**src/rtl/loopback_pipe_pkg.sv**
```systemverilog
// Shared types and the word transform for the loopback DUT emulator.
// The transform works on a wide container; callers pass their real width.
package loopback_pkg;

   localparam int unsigned LB_MAX_W = 64;

   typedef enum logic [1:0] {
      LB_PASS = 2'b00,
      LB_INV  = 2'b01,
      LB_INC  = 2'b10,
      LB_SWAP = 2'b11
   } lb_mode_e;

   typedef enum logic [1:0] {
      LB_IDLE  = 2'b00,
      LB_RUN   = 2'b01,
      LB_DRAIN = 2'b10
   } lb_state_e;

   // d must be zero above bit width-1; the result is masked to width bits
   function automatic logic [LB_MAX_W-1:0] lb_xform(input lb_mode_e    mode,
                                                    input logic [LB_MAX_W-1:0] d,
                                                    input int unsigned width);
      logic [LB_MAX_W-1:0] mask;
      logic [LB_MAX_W-1:0] r;
      int unsigned         half;
      mask = {LB_MAX_W{1'b1}} >> (LB_MAX_W - width);
      half = width / 32'd2;
      case (mode)
         LB_PASS: r = d;
         LB_INV:  r = ~d;
         LB_INC:  r = d + 64'd1;
         LB_SWAP: r = (d >> half) | (d << half);
         default: r = d;
      endcase
      return r & mask;
   endfunction

endpackage

```
**src/rtl/loopback_pipe_if.sv**
```systemverilog
// Stimulus/result FIFO handshake and status bundle of loopback_pipe.
// slave is the DUT view, master is the bench/board view.
interface loopback_pipe_if #(
   parameter int DATA_WIDTH = 24,
   parameter int CNT_WIDTH  = 16
) ();

   logic                  enable;
   logic [1:0]            mode;
   logic [DATA_WIDTH-1:0] sfifo_data;
   logic                  sfifo_rdempty;
   logic                  sfifo_rdreq;
   logic [DATA_WIDTH-1:0] rfifo_data;
   logic                  rfifo_wrreq;
   logic                  rfifo_wrfull;
   logic                  busy;
   logic [CNT_WIDTH-1:0]  word_count;
   logic                  fault_flag;

   modport slave (
      input  enable, mode, sfifo_data, sfifo_rdempty, rfifo_wrfull,
      output sfifo_rdreq, rfifo_data, rfifo_wrreq, busy, word_count, fault_flag
   );

   modport master (
      output enable, mode, sfifo_data, sfifo_rdempty, rfifo_wrfull,
      input  sfifo_rdreq, rfifo_data, rfifo_wrreq, busy, word_count, fault_flag
   );

endinterface

```
**src/rtl/loopback_pipe_delay_line.sv**
```systemverilog
// lb_delay_line: stallable valid/data shift line; the whole line moves or
// the whole line holds, bubbles included.
module lb_delay_line #(
   parameter int DATA_WIDTH = 24,
   parameter int DELAY      = 4
) (
   input  logic                  clock,
   input  logic                  reset_n,
   input  logic                  advance,
   input  logic                  in_valid,
   input  logic [DATA_WIDTH-1:0] in_data,
   output logic                  out_valid,
   output logic [DATA_WIDTH-1:0] out_data,
   output logic                  any_valid
);

   logic [DELAY-1:0]      valid_q;
   logic [DELAY-1:0]      valid_d;
   logic [DATA_WIDTH-1:0] data_q [DELAY];
   logic [DATA_WIDTH-1:0] data_d [DELAY];

   // next line contents: shift by one on advance, otherwise hold
   always_comb begin
      valid_d = valid_q;
      data_d  = data_q;
      if (advance) begin
         valid_d[0] = in_valid;
         data_d[0]  = in_data;
         for (int i = 1; i < DELAY; i++) begin
            valid_d[i] = valid_q[i-1];
            data_d[i]  = data_q[i-1];
         end
      end else begin
         valid_d = valid_q;
         data_d  = data_q;
      end
   end

   // stage registers; reset discards everything in flight
   always_ff @(posedge clock or negedge reset_n) begin
      if (!reset_n) begin
         valid_q <= {DELAY{1'b0}};
         data_q  <= '{default: {DATA_WIDTH{1'b0}}};
      end else begin
         valid_q <= valid_d;
         data_q  <= data_d;
      end
   end

   always_comb begin
      out_valid = valid_q[DELAY-1];
      out_data  = data_q[DELAY-1];
      any_valid = |valid_q;
   end

endmodule

```
**src/rtl/loopback_pipe.sv**
```systemverilog
// loopback_pipe: pops stimulus words, transforms and delays them, pushes results.
// Optional fault injection on every FAULT_PERIOD-th push: LOOPBACK_PIPE_FAULT_EN.
module loopback_pipe
   import loopback_pkg::*;
#(
   parameter int DATA_WIDTH   = 24,
   parameter int DELAY        = 4,
   parameter int CNT_WIDTH    = 16,
   parameter int FAULT_PERIOD = 16
) (
   input  logic            clock,
   input  logic            reset_n,
   loopback_pipe_if.slave  bus
);

   localparam int unsigned XW = DATA_WIDTH;

   if ((DATA_WIDTH < 2) || (DATA_WIDTH % 2 != 0) || (DATA_WIDTH > LB_MAX_W) ||
       (DELAY < 1) || (CNT_WIDTH < 1) || (FAULT_PERIOD < 1)) begin : g_bad_params
      $error("loopback_pipe: illegal parameter combination");
   end

   logic                  stall_s;
   logic                  advance_s;
   logic                  pop_s;
   logic                  push_s;
   logic                  fault_s;
   logic                  out_valid_s;
   logic                  any_valid_s;
   logic [DATA_WIDTH-1:0] xform_s;
   logic [DATA_WIDTH-1:0] out_data_s;
   logic [DATA_WIDTH-1:0] rdata_s;

   lb_state_e             state_q;
   lb_state_e             state_d;
   logic [CNT_WIDTH-1:0]  count_q;
   logic [CNT_WIDTH-1:0]  count_d;

   // handshake: a full result FIFO only stalls when the output stage holds a word
   always_comb begin
      stall_s   = out_valid_s & bus.rfifo_wrfull;
      advance_s = ~stall_s;
      pop_s     = advance_s & bus.enable & ~bus.sfifo_rdempty;
      push_s    = out_valid_s & ~bus.rfifo_wrfull;
      xform_s   = DATA_WIDTH'(lb_xform(lb_mode_e'(bus.mode),
                                       LB_MAX_W'(bus.sfifo_data), XW));
   end

   lb_delay_line #(
      .DATA_WIDTH (DATA_WIDTH),
      .DELAY      (DELAY)
   ) u_line (
      .clock     (clock),
      .reset_n   (reset_n),
      .advance   (advance_s),
      .in_valid  (pop_s),
      .in_data   (xform_s),
      .out_valid (out_valid_s),
      .out_data  (out_data_s),
      .any_valid (any_valid_s)
   );

   // run/drain state machine
   always_comb begin
      state_d = state_q;
      case (state_q)
         LB_IDLE: begin
            if (bus.enable) state_d = LB_RUN;
            else            state_d = LB_IDLE;
         end
         LB_RUN: begin
            if (bus.enable)       state_d = LB_RUN;
            else if (any_valid_s) state_d = LB_DRAIN;
            else                  state_d = LB_IDLE;
         end
         LB_DRAIN: begin
            if (bus.enable)        state_d = LB_RUN;
            else if (!any_valid_s) state_d = LB_IDLE;
            else                   state_d = LB_DRAIN;
         end
         default: state_d = LB_IDLE;
      endcase
   end

   // saturating push counter
   always_comb begin
      count_d = count_q;
      if (push_s && (count_q != {CNT_WIDTH{1'b1}})) begin
         count_d = count_q + CNT_WIDTH'(1);
      end else begin
         count_d = count_q;
      end
   end

   // state and counter registers
   always_ff @(posedge clock or negedge reset_n) begin
      if (!reset_n) begin
         state_q <= LB_IDLE;
         count_q <= {CNT_WIDTH{1'b0}};
      end else begin
         state_q <= state_d;
         count_q <= count_d;
      end
   end

`ifdef LOOPBACK_PIPE_FAULT_EN
   localparam int PCNT_W = (FAULT_PERIOD > 1) ? $clog2(FAULT_PERIOD) : 1;

   logic [PCNT_W-1:0] pcnt_q;
   logic [PCNT_W-1:0] pcnt_d;

   // period counter advances on pushes only and wraps on the faulted push
   always_comb begin
      pcnt_d  = pcnt_q;
      fault_s = push_s & (pcnt_q == PCNT_W'(FAULT_PERIOD - 1));
      if (fault_s) begin
         pcnt_d = {PCNT_W{1'b0}};
      end else if (push_s) begin
         pcnt_d = pcnt_q + PCNT_W'(1);
      end else begin
         pcnt_d = pcnt_q;
      end
      rdata_s = out_data_s ^ {{(DATA_WIDTH-1){1'b0}}, fault_s};
   end

   // fault period register
   always_ff @(posedge clock or negedge reset_n) begin
      if (!reset_n) begin
         pcnt_q <= {PCNT_W{1'b0}};
      end else begin
         pcnt_q <= pcnt_d;
      end
   end
`else
   always_comb begin
      fault_s = 1'b0;
      rdata_s = out_data_s;
   end
`endif

   assign bus.sfifo_rdreq = pop_s;
   assign bus.rfifo_wrreq = push_s;
   assign bus.rfifo_data  = rdata_s;
   assign bus.busy        = (state_q != LB_IDLE);
   assign bus.word_count  = count_q;
   assign bus.fault_flag  = fault_s;

endmodule

```
**src/flat_wrapper.sv**
```systemverilog
// flat-port wrapper written by rule: the top's interface ports become plain ports
module loopback_pipe_flat import loopback_pkg::*;
#(
   parameter int DATA_WIDTH   = 24,
   parameter int DELAY        = 4,
   parameter int CNT_WIDTH    = 16,
   parameter int FAULT_PERIOD = 16
)
  (clock, reset_n, bus_enable, bus_mode, bus_sfifo_data, bus_sfifo_rdempty, bus_rfifo_wrfull, bus_sfifo_rdreq, bus_rfifo_data, bus_rfifo_wrreq, bus_busy, bus_word_count, bus_fault_flag);
  loopback_pipe_if #(.DATA_WIDTH(DATA_WIDTH), .CNT_WIDTH(CNT_WIDTH)) bus_i ();
  input  logic clock;
  input  logic reset_n;
  input wire logic [$bits(bus_i.enable)-1:0] bus_enable;
  input wire logic [$bits(bus_i.mode)-1:0] bus_mode;
  input wire logic [$bits(bus_i.sfifo_data)-1:0] bus_sfifo_data;
  input wire logic [$bits(bus_i.sfifo_rdempty)-1:0] bus_sfifo_rdempty;
  input wire logic [$bits(bus_i.rfifo_wrfull)-1:0] bus_rfifo_wrfull;
  output wire logic [$bits(bus_i.sfifo_rdreq)-1:0] bus_sfifo_rdreq;
  output wire logic [$bits(bus_i.rfifo_data)-1:0] bus_rfifo_data;
  output wire logic [$bits(bus_i.rfifo_wrreq)-1:0] bus_rfifo_wrreq;
  output wire logic [$bits(bus_i.busy)-1:0] bus_busy;
  output wire logic [$bits(bus_i.word_count)-1:0] bus_word_count;
  output wire logic [$bits(bus_i.fault_flag)-1:0] bus_fault_flag;
  assign bus_i.enable = bus_enable;
  assign bus_i.mode = bus_mode;
  assign bus_i.sfifo_data = bus_sfifo_data;
  assign bus_i.sfifo_rdempty = bus_sfifo_rdempty;
  assign bus_i.rfifo_wrfull = bus_rfifo_wrfull;
  assign bus_sfifo_rdreq = bus_i.sfifo_rdreq;
  assign bus_rfifo_data = bus_i.rfifo_data;
  assign bus_rfifo_wrreq = bus_i.rfifo_wrreq;
  assign bus_busy = bus_i.busy;
  assign bus_word_count = bus_i.word_count;
  assign bus_fault_flag = bus_i.fault_flag;
  loopback_pipe #(.DATA_WIDTH(DATA_WIDTH), .DELAY(DELAY), .CNT_WIDTH(CNT_WIDTH), .FAULT_PERIOD(FAULT_PERIOD)) u_core (.clock(clock), .reset_n(reset_n), .bus(bus_i));
endmodule
```
**config.mk**
```make
export PLATFORM = sky130hd
export DESIGN_NAME = loopback_pipe_flat
export DESIGN_NICKNAME = d
export VERILOG_FILES = /design/src/rtl/loopback_pipe_pkg.sv /design/src/rtl/loopback_pipe_if.sv /design/src/rtl/loopback_pipe_delay_line.sv /design/src/rtl/loopback_pipe.sv /design/src/flat_wrapper.sv
export SDC_FILE = /design/constraint.sdc
export NUM_CORES = 1
export LEC_CHECK = 0
export CORE_MARGIN = 1
export CORE_UTILIZATION = 50
export DETAILED_ROUTE_END_ITERATION = 6
export PLACE_DENSITY = 0.79
export SLEW_MARGIN = 0
export SYNTH_ARGS = -nofsm -noshare
export SYNTH_HDL_FRONTEND = slang
export SYNTH_HIERARCHICAL = 1
export SYNTH_SLANG_ARGS = --single-unit
```
**constraint.sdc**
```tcl
create_clock -name clock -period 1.9 [get_ports clock]
set_input_delay 0.285 -clock clock [delete_from_list [all_inputs] [get_ports clock]]
set_output_delay 0.285 -clock clock [all_outputs]
set_load 0.02 [all_outputs]
```
* Yosys cells after proc, flatten, opt, wreduce, memory -nomap -nowiden
Cells that the tools add are included.
** Word-level totals
- Bits in registers :: 118
- Bits in latches :: 0
- Bits in writable memories :: 0
- ROM bits :: 0
- Word-level logic and storage cells :: 35
- Memories :: 0
** Cells by class
- $add $sub $neg :: 2
- Multiply operators :: 0
- Div/mod/pow operators :: 0
- Order comparisons :: 0
- Equality and inequality tests :: 6
- Shifts and indexed selects :: 0
- Muxes and demuxes :: 5
- Bitwise logic cells :: 9
- Reduce and logical (&&, ||, !) cells :: 6
** Operators by type and width (number)
- one-hot mux 24 bit (4 select lines) :: 1
- adder 24 x 1 -> 24 bit (second input constant) :: 1
- inverter 24 bit :: 1
- OR 12 x 24 -> 24 bit :: 1
- adder 16 x 1 -> 16 bit (second input constant) :: 1
- != test 16 bit (second input constant) :: 1
- == test 2 bit (second input constant) :: 3
- bitwise AND 1 bit :: 4
- == test 2 x 1 -> 1 bit (second input constant) :: 2
- logical NOT 2 bit :: 2
- two-way mux 2 bit :: 2
- one-hot mux 2 bit (2 select lines) :: 1
- OR reduction 4 bit :: 1
- inverter 1 bit :: 3
- nonzero test 2 bit :: 1
- OR reduction 2 bit :: 1
- logical AND 1 bit :: 1
- two-way mux 1 bit :: 1

* Longest topological paths before layout
Gate-level depths: netlist (run 1).
- Word-level depth :: 4
- Mapped depth :: 7
- Gate-level depth less buffers :: 6

* Modules after synthesis
Netlist (run 1), hierarchy kept.
** Modules (own cells, without submodules)
- lb_delay_line :: times used 1, cells an instance 236, area an instance 3965.1 µm², seq. area each 2502.4 µm²
- loopback_pipe :: times used 1, cells an instance 280, area an instance 2134.5 µm², seq. area each 450.4 µm²

* Worst setup path before layout (run 1)
OpenSTA, ideal clock, no wires.
- Path type :: input -> register
- Start :: in bus_sfifo_data[7]
- End :: reg u_core/u_line/data_q[90] (netlist bit)
- Library setup time :: 0.125 ns
- Arrival :: 1.823 ns
- Required time :: 1.775 ns
- Setup slack :: -0.048 ns
- Cell stages on the path :: 6
- Path buffers :: 1
- Path through :: buf_2 nand3_4 or4_4 o41ai_2 a211oi_1 mux2_2
** Between the ends
- Longest elaborated chain between the ends :: 2
** Ends and longest elaborated chain
- from (decl) :: RTL line flat_wrapper.sv:15 : input wire logic [$bits(bus_i.sfifo_data)-1:0] bus_sfifo_data;
- adder 24 x 1 -> 24 bit :: RTL line loopback_pipe_pkg.sv:32 : LB_INC: r = d + 64'd1;
- one-hot mux 24 bit (4 select lines) :: RTL line loopback_pipe_pkg.sv:29 : case (mode)
- named net u_core.xform_s[18] :: RTL line loopback_pipe.sv:30 : logic [DATA_WIDTH-1:0] xform_s;
- to (signal assigned) :: RTL line loopback_pipe_delay_line.sv:46 : data_q <= data_d;
- to (decl) :: RTL line loopback_pipe_delay_line.sv:19 : logic [DATA_WIDTH-1:0] data_q [DELAY];
The timed path passes the listed nets, and every way through them passes these cells.
A chain may end at the register's enable or synchronous reset.

* Final worst setup path (run 1)
- Start :: in bus_sfifo_data[1]
- End :: reg u_core/u_line/data_q[90] (netlist bit)
The elaborated chain is that of the path after synthesis.

==> results of run 1 <==
-- cell usage after synthesis (4+ instances only) --
| library cell | number |
|---|---|
| buf_4 | 25 |
| o211ai_1 | 6 |
| mux2_2 | 102 |
| clkbuf_1 | 10 |
| a211oi_1 | 6 |
| a22oi_1 | 4 |
| o31ai_1 | 4 |
| nand2b_1 | 8 |
| and3_1 | 7 |
| ha_1 | 4 |
| nor2_1 | 30 |
| xor2_1 | 15 |
| nand2_1 | 23 |
| a21oi_1 | 9 |
| a31oi_1 | 6 |
| nor3_1 | 10 |
| xnor2_1 | 14 |
| nand4_1 | 8 |
| buf_2 | 6 |
| clkbuf_8 | 10 |
| o21ai_0 | 12 |
| inv_1 | 6 |
| nand3_1 | 12 |
| dfrtp_1 | 118 |
-- worst max-delay path, stage by stage --
cell	delay [ps]
dlygate4sd2_1	270
ha_4	180
nand3_4	70
or4_4	570
o41ai_4	380
a211oi_2	110
mux2_2	270
-- sequential cells by signal (all words and copies together) (netlist names) --
name                    flops
u_core/u_line/data_q       72
u_core/u_line/out_data     24
u_core/state_q              2
u_core/u_line/valid_q       4
u_core/bus.word_count      16
-- through the flow --
stage	setup WS, ps	setup TNS, ps	power (W)
2_1_floorplan	-8.59	-8.59	0.00615
3_3_place_gp	-762	-7350	0.00690
3_5_place_dp	-793	-8100	0.00706
4_1_cts	0.0115	0	0.0101
5_1_grt	8.76	0	0.0106
6_report	58.9	0	0.0100
-- how the worst max path moves through the flow --
| stage | end | depth (start not counted) |
|---|---|---|
| finish | u_core/u_line/data_q[90]$_DFFE_PN0P_ | 7 |
| global route | u_core/u_line/data_q[90]$_DFFE_PN0P_ | 7 |
| CTS | u_core/u_line/data_q[88]$_DFFE_PN0P_ | 9 |
| detailed placement | u_core/u_line/data_q[88]$_DFFE_PN0P_ | 9 |
| global placement | u_core/u_line/data_q[88]$_DFFE_PN0P_ | 9 |
| floorplan | u_core/u_line/data_q[90]$_DFFE_PN0P_ | 6 |
-- report_power, final --
| group | internal, W | leakage [nW] | total [W] | switching [W] |
|---|---|---|---|---|
| clock | 0.00202 | 0.279 | 0.00302 | 0.00101 |
| sequential | 0.00343 | 1.41 | 0.00395 | 0.000526 |
| combinational | 0.00172 | 1.93 | 0.00307 | 0.00135 |
| total | 0.00717 | 3.62 | 0.0100 | 0.00288 |
-- layer usage --
layer	vias to the layer above	global-route usage [%]	wire length, microns
met1	2244	30.9	6200
met4	0	6.58	260
met5	-	0	0
met2	117	41.6	7300
li1	2106	-	-
met3	18	6.64	585
-- area by class of cell --
class / instances / area [sq um]
clock buffers: 22 / 484
repair buffers: 168 / 1540
multi-input cells: 335 / 2810
clock inverters: 5 / 75.1
fillers: 866 / 3600
well taps: 143 / 179
inverters: 7 / 26.3
flip-flops and latches: 118 / 2950
-- cell families after synthesis --
family                   count (synthesis)  share of synthesized area, %
XOR/XNOR                                29                          4.16
other                                    1                        0.0615
adder cells (fa/ha/maj)                  4                         0.821
AO/OA/AOI/OAI                           68                          8.00
flip-flops                             118                          48.4
AND/OR/NAND/NOR                        128                          11.9
multiplexers                           105                          19.3
buffers and inverters                   63                          7.32
-- layout by cell type, fill, tap and decap left out, types with 4 or more instances in the layout --
| cell type | instances |
|---|---|
| a211oi_1 | 4 |
| a21oi_1 | 9 |
| a22oi_1 | 4 |
| a31oi_1 | 6 |
| and3_1 | 7 |
| buf_12 | 7 |
| buf_4 | 87 |
| clkbuf_16 | 17 |
| clkbuf_8 | 4 |
| clkdlybuf4s50_1 | 55 |
| dfrtp_1 | 118 |
| dlygate4sd2_1 | 9 |
| dlymetal6s2s_1 | 7 |
| inv_1 | 6 |
| mux2_2 | 101 |
| nand2_1 | 22 |
| nand2b_1 | 8 |
| nand3_1 | 10 |
| nand4_1 | 8 |
| nor2_1 | 30 |
| nor3_1 | 8 |
| o211ai_1 | 6 |
| o21ai_0 | 11 |
| o31ai_1 | 4 |
| xnor2_1 | 14 |
| xor2_1 | 15 |
-- timing repair --
action	in CTS	in global routing
pin swaps	7	5
gates resized for setup	17	17
buffers inserted	0	5
hold endpoints to repair	26	0
endpoints found under the setup margin	10	13
cloned	0	0
hold buffers	1	0
==> impl_metrics.env, run 1 <==
export IMPL_vias_per_cell=5.62
export IMPL_rrSetupSlack_ps=160
export IMPL_drv_cap=0
export IMPL_gp_congestion=0.891
export IMPL_irDropWorstVdd_mv=1.10
export IMPL_synth_nets=551
export IMPL_fin_skew_ps=7.16
export IMPL_grt_pass1_wl_mm=23.6
export IMPL_p_leak_nw=3.62
export IMPL_fin_area_sq_mm=0.00807
export IMPL_synth_area_per_cell_sq_um=11.8
export IMPL_tritoncts="done"
export IMPL_r2r_start="u_core/bus.word_count[5]$_DFFE_PN0P_"
export IMPL_clk_pin_slew_ps=50
export IMPL_syn_cell_area_sq_mm=0.00610
export IMPL_power_density_mw_per_mm2=1250
export IMPL_pin_count=75
export IMPL_start_util_pct=52.3
export IMPL_worst_setup_path_end_kind="flip-flop"
export IMPL_crit_path_start="bus_sfifo_data[1]"
export IMPL_dieArea_sq_mm=0.0126
export IMPL_finalCritPeriodShare_pct=96.9
export IMPL_setup_viol=0
export IMPL_cts_buffers=17
export IMPL_post_route_min_period_ps=1840
export IMPL_final_max_slew_viol_count=0
export IMPL_status="finished clean"
export IMPL_hold_class="input port to asynchronous set/reset pin"
export IMPL_cts_max_level=4
export IMPL_rsz0062_at_grt="false"
export IMPL_via_count=4485
export IMPL_dieWidth_microns=112
export IMPL_cp_required_ps=2190
export IMPL_yosysWarnings=6
export IMPL_hold_viol_final=0
export IMPL_yosys_most_used_dff="dfrtp_1"
export IMPL_layout_drive_gt1_share_pct=37.3
export IMPL_layout_nets=682
export IMPL_dpl_cell_area_sq_mm=0.00733
export IMPL_cts_root_buffer_cell="clkbuf_16"
export IMPL_antennaDiodeCount=0
export IMPL_routed_wl_mm=14.3
export IMPL_grt_util_all_layers_pct=24.5
export IMPL_holdWs_ps=364
export IMPL_grt_overflow=0
export IMPL_cp_arrival_ps=2140
export IMPL_reg2regPathDepth=4
export IMPL_first_iter_violations=261
export IMPL_hpwl_mm=10.2
export IMPL_wire_per_inst_microns=18.0
export IMPL_antenna_found_initial=0
export IMPL_synthArstFlopShare_pct=100
export IMPL_yosysUniqueCellTypes=60
export IMPL_ys_ff_latch=118
export IMPL_core_rowCount=39
export IMPL_ant_nets=0
export IMPL_grt_start_max_net_pins=49
export IMPL_fmax_mhz=543
export IMPL_synth_area_leader_cell="dfrtp_1"
export IMPL_startpoint_type="input port"
export IMPL_synth_area_leaders="dfrtp_1 (48%), mux2_2 (19%), buf_4 (3.1%)"
export IMPL_die_h_microns=112
export IMPL_synth_edff_count=0
export IMPL_syn_to_final_growth_pct=32.2
export IMPL_crit_type="input port to flip-flop"
export IMPL_insertion_delay_ps=410
export IMPL_route_detailed_drc=0
export IMPL_worst_r2r_endpoint="u_core/bus.word_count[1]$_DFFE_PN0P_"
export IMPL_crit_fanout=3
export IMPL_ys_seq_area_share_pct=48.4
export IMPL_final_cells=798
export IMPL_ctsLongestPathBuffers=2
export IMPL_first_global_vias=4594
export IMPL_drtPass1Iterations=5
export IMPL_core_area_sq_mm=0.0117
export IMPL_place_inst=765
export IMPL_synthCells=516
export IMPL_utilization_pct=69.2
export IMPL_port_buffers=73
export IMPL_synth_top_area_share_pct=48.4
export IMPL_cts_sinks=118
No activity file was read; power rests on OpenSTA's default activity.
==> run 2: changes to the inputs <==
--- a/config.mk
+++ b/config.mk
@@ -8,7 +8,7 @@
 export CORE_MARGIN = 1
 export CORE_UTILIZATION = 50
 export DETAILED_ROUTE_END_ITERATION = 6
-export PLACE_DENSITY = 0.79
+export PLACE_DENSITY = 0.73
 export SLEW_MARGIN = 0
 export SYNTH_ARGS = -nofsm -noshare
 export SYNTH_HDL_FRONTEND = slang
==> constraint.sdc (replaced) <==
create_clock -name clock -period 2.2 [get_ports clock]
set_input_delay 0.33 -clock clock [delete_from_list [all_inputs] [get_ports clock]]
set_output_delay 0.33 -clock clock [all_outputs]
set_load 0.02 [all_outputs]
==> run 2 against run 1 <==
  * Worst hold slack gained 110 ps
  * Cell count fell by 2.5%
  * Highest routed layer unchanged
  * Clock skew rose by 0.58 ps
  * Global-route usage is 0.95 points lower
  * Critical path type unchanged
  * Count of clock-buffer cells in the layout unchanged
  * Worst setup slack improved by 42 ps
==> impl_metrics.env, run 2 (same netlist as run 1, synthesis figures left out) <==
export IMPL_route_detailed_drc=0
export IMPL_critical_path_cell_chain="clkdlybuf4s50_1, ha_1, nand3_4, or4_4, o41ai_2, a211oi_1, mux2_2"
export IMPL_cts_root_buffer_cell="clkbuf_16"
export IMPL_tritoncts="done"
export IMPL_tns_ps=0
export IMPL_pin_count=75
export IMPL_endpoint="u_core/u_line/data_q[90]$_DFFE_PN0P_"
export IMPL_grt_start_max_net_pins=101
export IMPL_cts_hold_fix_buffers=1
export IMPL_final_common_cell="dfrtp_1"
export IMPL_crit_path_start="bus_sfifo_data[0]"
export IMPL_wire_per_inst_microns=17.5
export IMPL_cts_resized_gates=0
export IMPL_insertion_delay_ps=410
export IMPL_core_rowCount=39
export IMPL_layout_drive_gt1_share_pct=33.5
export IMPL_cts_buffers=17
export IMPL_crit_path_max_incr_delay_ps=550
export IMPL_dieWidth_microns=112
export IMPL_largest_register_ffs=72
export IMPL_first_iter_violations=306
export IMPL_ant_nets=0
export IMPL_hold_class="input port to asynchronous set/reset pin"
export IMPL_p_leak_nw=3.31
export IMPL_hpwl_mm=9.65
export IMPL_rsz0062_at_grt="false"
export IMPL_worst_pin_slew_ps=882
export IMPL_cp_arrival_ps=2390
export IMPL_gp_congestion=0.864
export IMPL_clk_pin_slew_ps=50
export IMPL_final_cells=778
export IMPL_post_route_min_period_ps=2100
export IMPL_layout_nets=658
export IMPL_start_util_pct=52.3
export IMPL_core_area_sq_mm=0.0117
export IMPL_postCtsSetupBuffers=0
export IMPL_status="finished clean"
export IMPL_worst_r2r_endpoint="u_core/bus.word_count[10]$_DFFE_PN0P_"
export IMPL_regMostFlops="u_core/u_line/data_q"
export IMPL_first_global_vias=4449
export IMPL_setup_viol=0
export IMPL_dieArea_sq_mm=0.0126
export IMPL_grt_util_all_layers_pct=23.5
export IMPL_grt_pass1_wl_mm=22.9
export IMPL_antenna_found_initial=0
export IMPL_vias_per_cell=5.60
export IMPL_place_inst=746
export IMPL_ctsLongestPathBuffers=2
export IMPL_reg2regPathDepth=4
export IMPL_cp_required_ps=2490
export IMPL_final_max_slew_viol_count=0
export IMPL_drtPass1Iterations=5
export IMPL_crit_fanout=3
export IMPL_antennaDiodeCount=0
export IMPL_hold_viol_final=0
export IMPL_irDropWorstVdd_mv=0.882
export IMPL_slowest_stage="or4_4"
export IMPL_worst_setup_path_end_kind="flip-flop"
export IMPL_fin_skew_ps=7.74
export IMPL_syn_to_final_growth_pct=26.1
export IMPL_via_count=4360
export IMPL_rrSetupSlack_ps=250
export IMPL_fmax_mhz=476
export IMPL_cts_max_level=4
export IMPL_utilization_pct=66.0
export IMPL_port_buffers=73
export IMPL_routed_wl_mm=13.7
export IMPL_crit_type="input port to flip-flop"
export IMPL_cts_sinks=118
export IMPL_slew_headroom_pct=40.4
export IMPL_drv_cap=0
export IMPL_finalCritPeriodShare_pct=95.4
export IMPL_power_density_mw_per_mm2=1100
export IMPL_layout_common_cells="dfrtp_1 (118), mux2_2 (102), clkdlybuf4s50_1 (71), buf_4 (69), nor2_1 (30)"
export IMPL_startpoint_type="input port"
export IMPL_r2r_start="u_core/bus.word_count[11]$_DFFE_PN0P_"
export IMPL_grt_overflow=0
export IMPL_die_h_microns=112
==> run 2: report_power, final <==
group,internal (W),switching [W],total (W)
Clock,0.00159,0.000904,0.00250
Sequential,0.00296,0.000435,0.00339
Combinational,0.00145,0.00113,0.00258
==> run 2: cell type report <==
cell class / instances / area, sq um
clock inverter: 9 / 78.8
timing repair buffer: 144 / 1280
fill: 897 / 3970
multi-input combinational: 335 / 2710
tap: 143 / 179
clock buffer: 22 / 464
inverter: 7 / 26.3
sequential: 118 / 2950
==> run 2: worst min-delay path by stage <==
stage                                               from  depth (start not counted)  slack (ps)                                   end
finish                                           reset_n                          2         470  u_core/u_line/data_q[88]$_DFFE_PN0P_
global placement                                 reset_n                          1         350  u_core/u_line/data_q[77]$_DFFE_PN0P_
global route        u_core/u_line/data_q[70]$_DFFE_PN0P_                          1         510  u_core/u_line/data_q[70]$_DFFE_PN0P_
CTS                                              reset_n                          2         470  u_core/u_line/data_q[88]$_DFFE_PN0P_
floorplan                                        reset_n                          0          30  u_core/bus.word_count[0]$_DFFE_PN0P_
detailed placement                               reset_n                          1         360  u_core/u_line/data_q[77]$_DFFE_PN0P_
==> run 2: stage by stage <==
stage | total power (W) | worst slack, ps | cell area [sq um] | hold slack [ps]
2_1_floorplan | 0.00531 | 207 | 6100 | 34.4
3_3_place_gp | 0.00589 | -285 | 7140 | 353
3_5_place_dp | 0.00601 | -335 | 7140 | 358
4_1_cts | 0.00857 | 99.4 | 7690 | 470
5_1_grt | 0.00892 | 12.4 | 7690 | 512
6_report | 0.00847 | 101 | 7690 | 469
==> run 2: worst max-delay path: cells and delay by family <==
family / cells / cell delay (ps)
AND/OR/NAND/NOR: 2 / 640
AO/OA/AOI/OAI: 2 / 450
adder cells (fa/ha/maj): 1 / 220
buffers and inverters: 1 / 480
multiplexers: 1 / 270
==> run 2: routing by layer <==
metal	vias to the layer above	global-route usage, %	part of all wire, %
li1	2061	-	-
met1	2130	29.9	44
met2	144	39.3	50
met3	25	5.29	4.6
met4	0	8.80	1.6
met5	-	0	0
==> run 3: changes to the inputs <==
--- a/config.mk
+++ b/config.mk
@@ -8,7 +8,7 @@
 export CORE_MARGIN = 1
 export CORE_UTILIZATION = 50
 export DETAILED_ROUTE_END_ITERATION = 6
-export PLACE_DENSITY = 0.73
+export PLACE_DENSITY = 0.82
 export SLEW_MARGIN = 0
 export SYNTH_ARGS = -nofsm -noshare
 export SYNTH_HDL_FRONTEND = slang
==> run 3 against run 2 <==
  * Highest routed layer unchanged
  * Clock skew rose by 1.2 ps
  * Routed wire length is 2.6% lower
  * Total power up 2.4%
  * Largest power group unchanged
  * Cell count shrank 1.4%
==> impl_metrics.env, run 3 (same netlist as run 1, synthesis figures left out) <==
export IMPL_antenna_found_initial=0
export IMPL_cts_max_level=4
export IMPL_layout_nets=648
export IMPL_pre_cts_slack_ps=-329
export IMPL_final_common_cell="dfrtp_1"
export IMPL_seqPwrFrac_pct=39.2
export IMPL_cp_arrival_ps=2400
export IMPL_core_area_sq_mm=0.0117
export IMPL_worst_pin_slew_ps=672
export IMPL_first_iter_violations=347
export IMPL_dieWidth_microns=112
export IMPL_rsz0062_at_grt="false"
export IMPL_status="finished clean"
export IMPL_power_frac_comb_pct=29.4
export IMPL_crit_type="input port to flip-flop"
export IMPL_holdWs_ps=433
export IMPL_insertion_delay_ps=420
export IMPL_r2r_start="u_core/bus.word_count[4]$_DFFE_PN0P_"
export IMPL_critical_path_cell_chain="clkdlybuf4s50_1, ha_1, nand3_4, or4_4, o41ai_2, a211oi_1, mux2_2"
export IMPL_dpl_cell_area_sq_mm=0.00708
export IMPL_ant_nets=0
export IMPL_crit_fanout=3
export IMPL_hpwl_mm=9.55
export IMPL_final_max_slew_viol_count=0
export IMPL_crit_family="simple AND/OR/NAND/NOR gates"
export IMPL_utilization_pct=65.9
export IMPL_internal_power_w=0.00619
export IMPL_setup_viol=0
export IMPL_hold_viol_final=0
export IMPL_via_count=4338
export IMPL_start_util_pct=52.3
export IMPL_crit_path_max_incr_delay_ps=540
export IMPL_cp_buffers_inverters=1
export IMPL_first_global_vias=4462
export IMPL_route_detailed_drc=0
export IMPL_core_rowCount=39
export IMPL_fin_area_sq_mm=0.00768
export IMPL_clockPowerShare_pct=31.4
export IMPL_syn_to_final_growth_pct=25.9
export IMPL_gp_congestion=0.931
export IMPL_path_depth=7
export IMPL_vias_per_cell=5.66
export IMPL_fin_ws_ps=96.8
export IMPL_layout_drive_gt1_share_pct=32.7
export IMPL_dieArea_sq_mm=0.0126
export IMPL_cts_buffers=17
export IMPL_hold_class="input port to asynchronous set/reset pin"
export IMPL_wire_per_inst_microns=17.3
export IMPL_grt_util_all_layers_pct=23.0
export IMPL_drv_cap=0
export IMPL_drtPass1Iterations=4
export IMPL_routed_wl_mm=13.3
export IMPL_worst_r2r_endpoint="u_core/bus.word_count[1]$_DFFE_PN0P_"
export IMPL_p_switching_w=0.00248
export IMPL_tns_ps=0
export IMPL_grt_start_max_net_pins=101
export IMPL_antennaDiodeCount=0
export IMPL_slowest_stage="or4_4"
export IMPL_port_buffers=73
export IMPL_fillers=898
export IMPL_tritoncts="done"
export IMPL_grt_overflow=0
export IMPL_worst_setup_path_end_kind="flip-flop"
export IMPL_largest_register_ffs=72
export IMPL_power_density_mw_per_mm2=1130
export IMPL_slew_headroom_pct=54.6
export IMPL_cts_sinks=118
export IMPL_post_route_min_period_ps=2100
export IMPL_p_leak_nw=3.30
export IMPL_ctsLongestPathBuffers=2
export IMPL_fmax_mhz=475
export IMPL_cp_required_ps=2500
export IMPL_die_h_microns=112
export IMPL_clk_pin_slew_ps=50
export IMPL_cts_resized_gates=0
export IMPL_switching_share_pct=28.6
export IMPL_reg2regPathDepth=4
export IMPL_regMostFlops="u_core/u_line/data_q"
export IMPL_fin_skew_ps=8.89
export IMPL_startpoint_type="input port"
export IMPL_pin_count=75
export IMPL_cts_root_buffer_cell="clkbuf_16"
export IMPL_rrSetupSlack_ps=320
export IMPL_irDropWorstVdd_mv=0.695
export IMPL_grt_pass1_wl_mm=22.5
export IMPL_finalCritPeriodShare_pct=95.6
export IMPL_layout_common_cells="dfrtp_1 (118), mux2_2 (102), clkdlybuf4s50_1 (71), buf_4 (58), nor2_1 (30)"
[run 3: changes by cell type in the layout (fill, tap and decap cells not counted)]
cell / change
buf_12: +1
buf_4: -11
bufinv_16: +1
clkbuf_1: -2
clkbuf_8: +3
clkinv_2: -3
clkinv_4: +1
clkinvlp_4: -1
[run 3: area by class of cell]
class | count | area, sq um | share of cell area, %
inverter | 7 | 26.3 | 0.342
multi-input combinational | 335 | 2710 | 35.3
tap | 143 | 179 | 2.33
clock inverter | 7 | 95.1 | 1.24
timing repair buffer | 134 | 1220 | 15.9
clock buffer | 23 | 498 | 6.48
sequential | 118 | 2950 | 38.4
[run 3: power by group through the flow]
stage               clock (W)  combinational [W]  sequential (W)
floorplan                   0            0.00200         0.00331
global placement            0            0.00249         0.00339
detailed placement          0            0.00256         0.00344
CTS                   0.00278            0.00257         0.00342
global route          0.00288            0.00274         0.00352
finish                0.00272            0.00255         0.00340
[run 3: worst reg2reg max path: cells and delay by family (launching register included)]
family,cells,cell delay [ps]
simple gates,2,620
flops,1,450
mux,1,380
compound gates,1,320
[run 3: worst max-delay path by stage]
stage | start | endpoint | slack (ps)
after floorplan | bus_sfifo_data[7] | u_core/u_line/data_q[90]$_DFFE_PN0P_ | 210
after global placement | bus_sfifo_data[0] | u_core/u_line/data_q[90]$_DFFE_PN0P_ | -270
after detailed placement | bus_sfifo_data[1] | u_core/u_line/data_q[90]$_DFFE_PN0P_ | -330
after CTS | u_core/u_line/valid_q[3]$_DFFE_PN0P_ | bus_sfifo_rdreq | 110
after global routing | bus_sfifo_data[0] | u_core/u_line/data_q[90]$_DFFE_PN0P_ | 40
final | bus_sfifo_data[1] | u_core/u_line/data_q[90]$_DFFE_PN0P_ | 100
[run 3: repair_timing]
item / 4_1_cts / 5_1_grt
buffers inserted: 0 / 0
hold buffers: 1 / 0
hold endpoints to repair: 29 / 0
[run 3: per-layer routing]
metal / part of all wire (%) / track usage (%)
met1: 44 / 30.4
met2: 48 / 35.9
met3: 5.5 / 6.16
met4: 2.2 / 10.1
met5: 0 / 0
[run 3: through the flow]
stage	cells	power [W]
floorplan	516	0.00531
finish	767	0.00867
global route	767	0.00913
CTS	767	0.00877
global placement	736	0.00588
detailed placement	736	0.00600
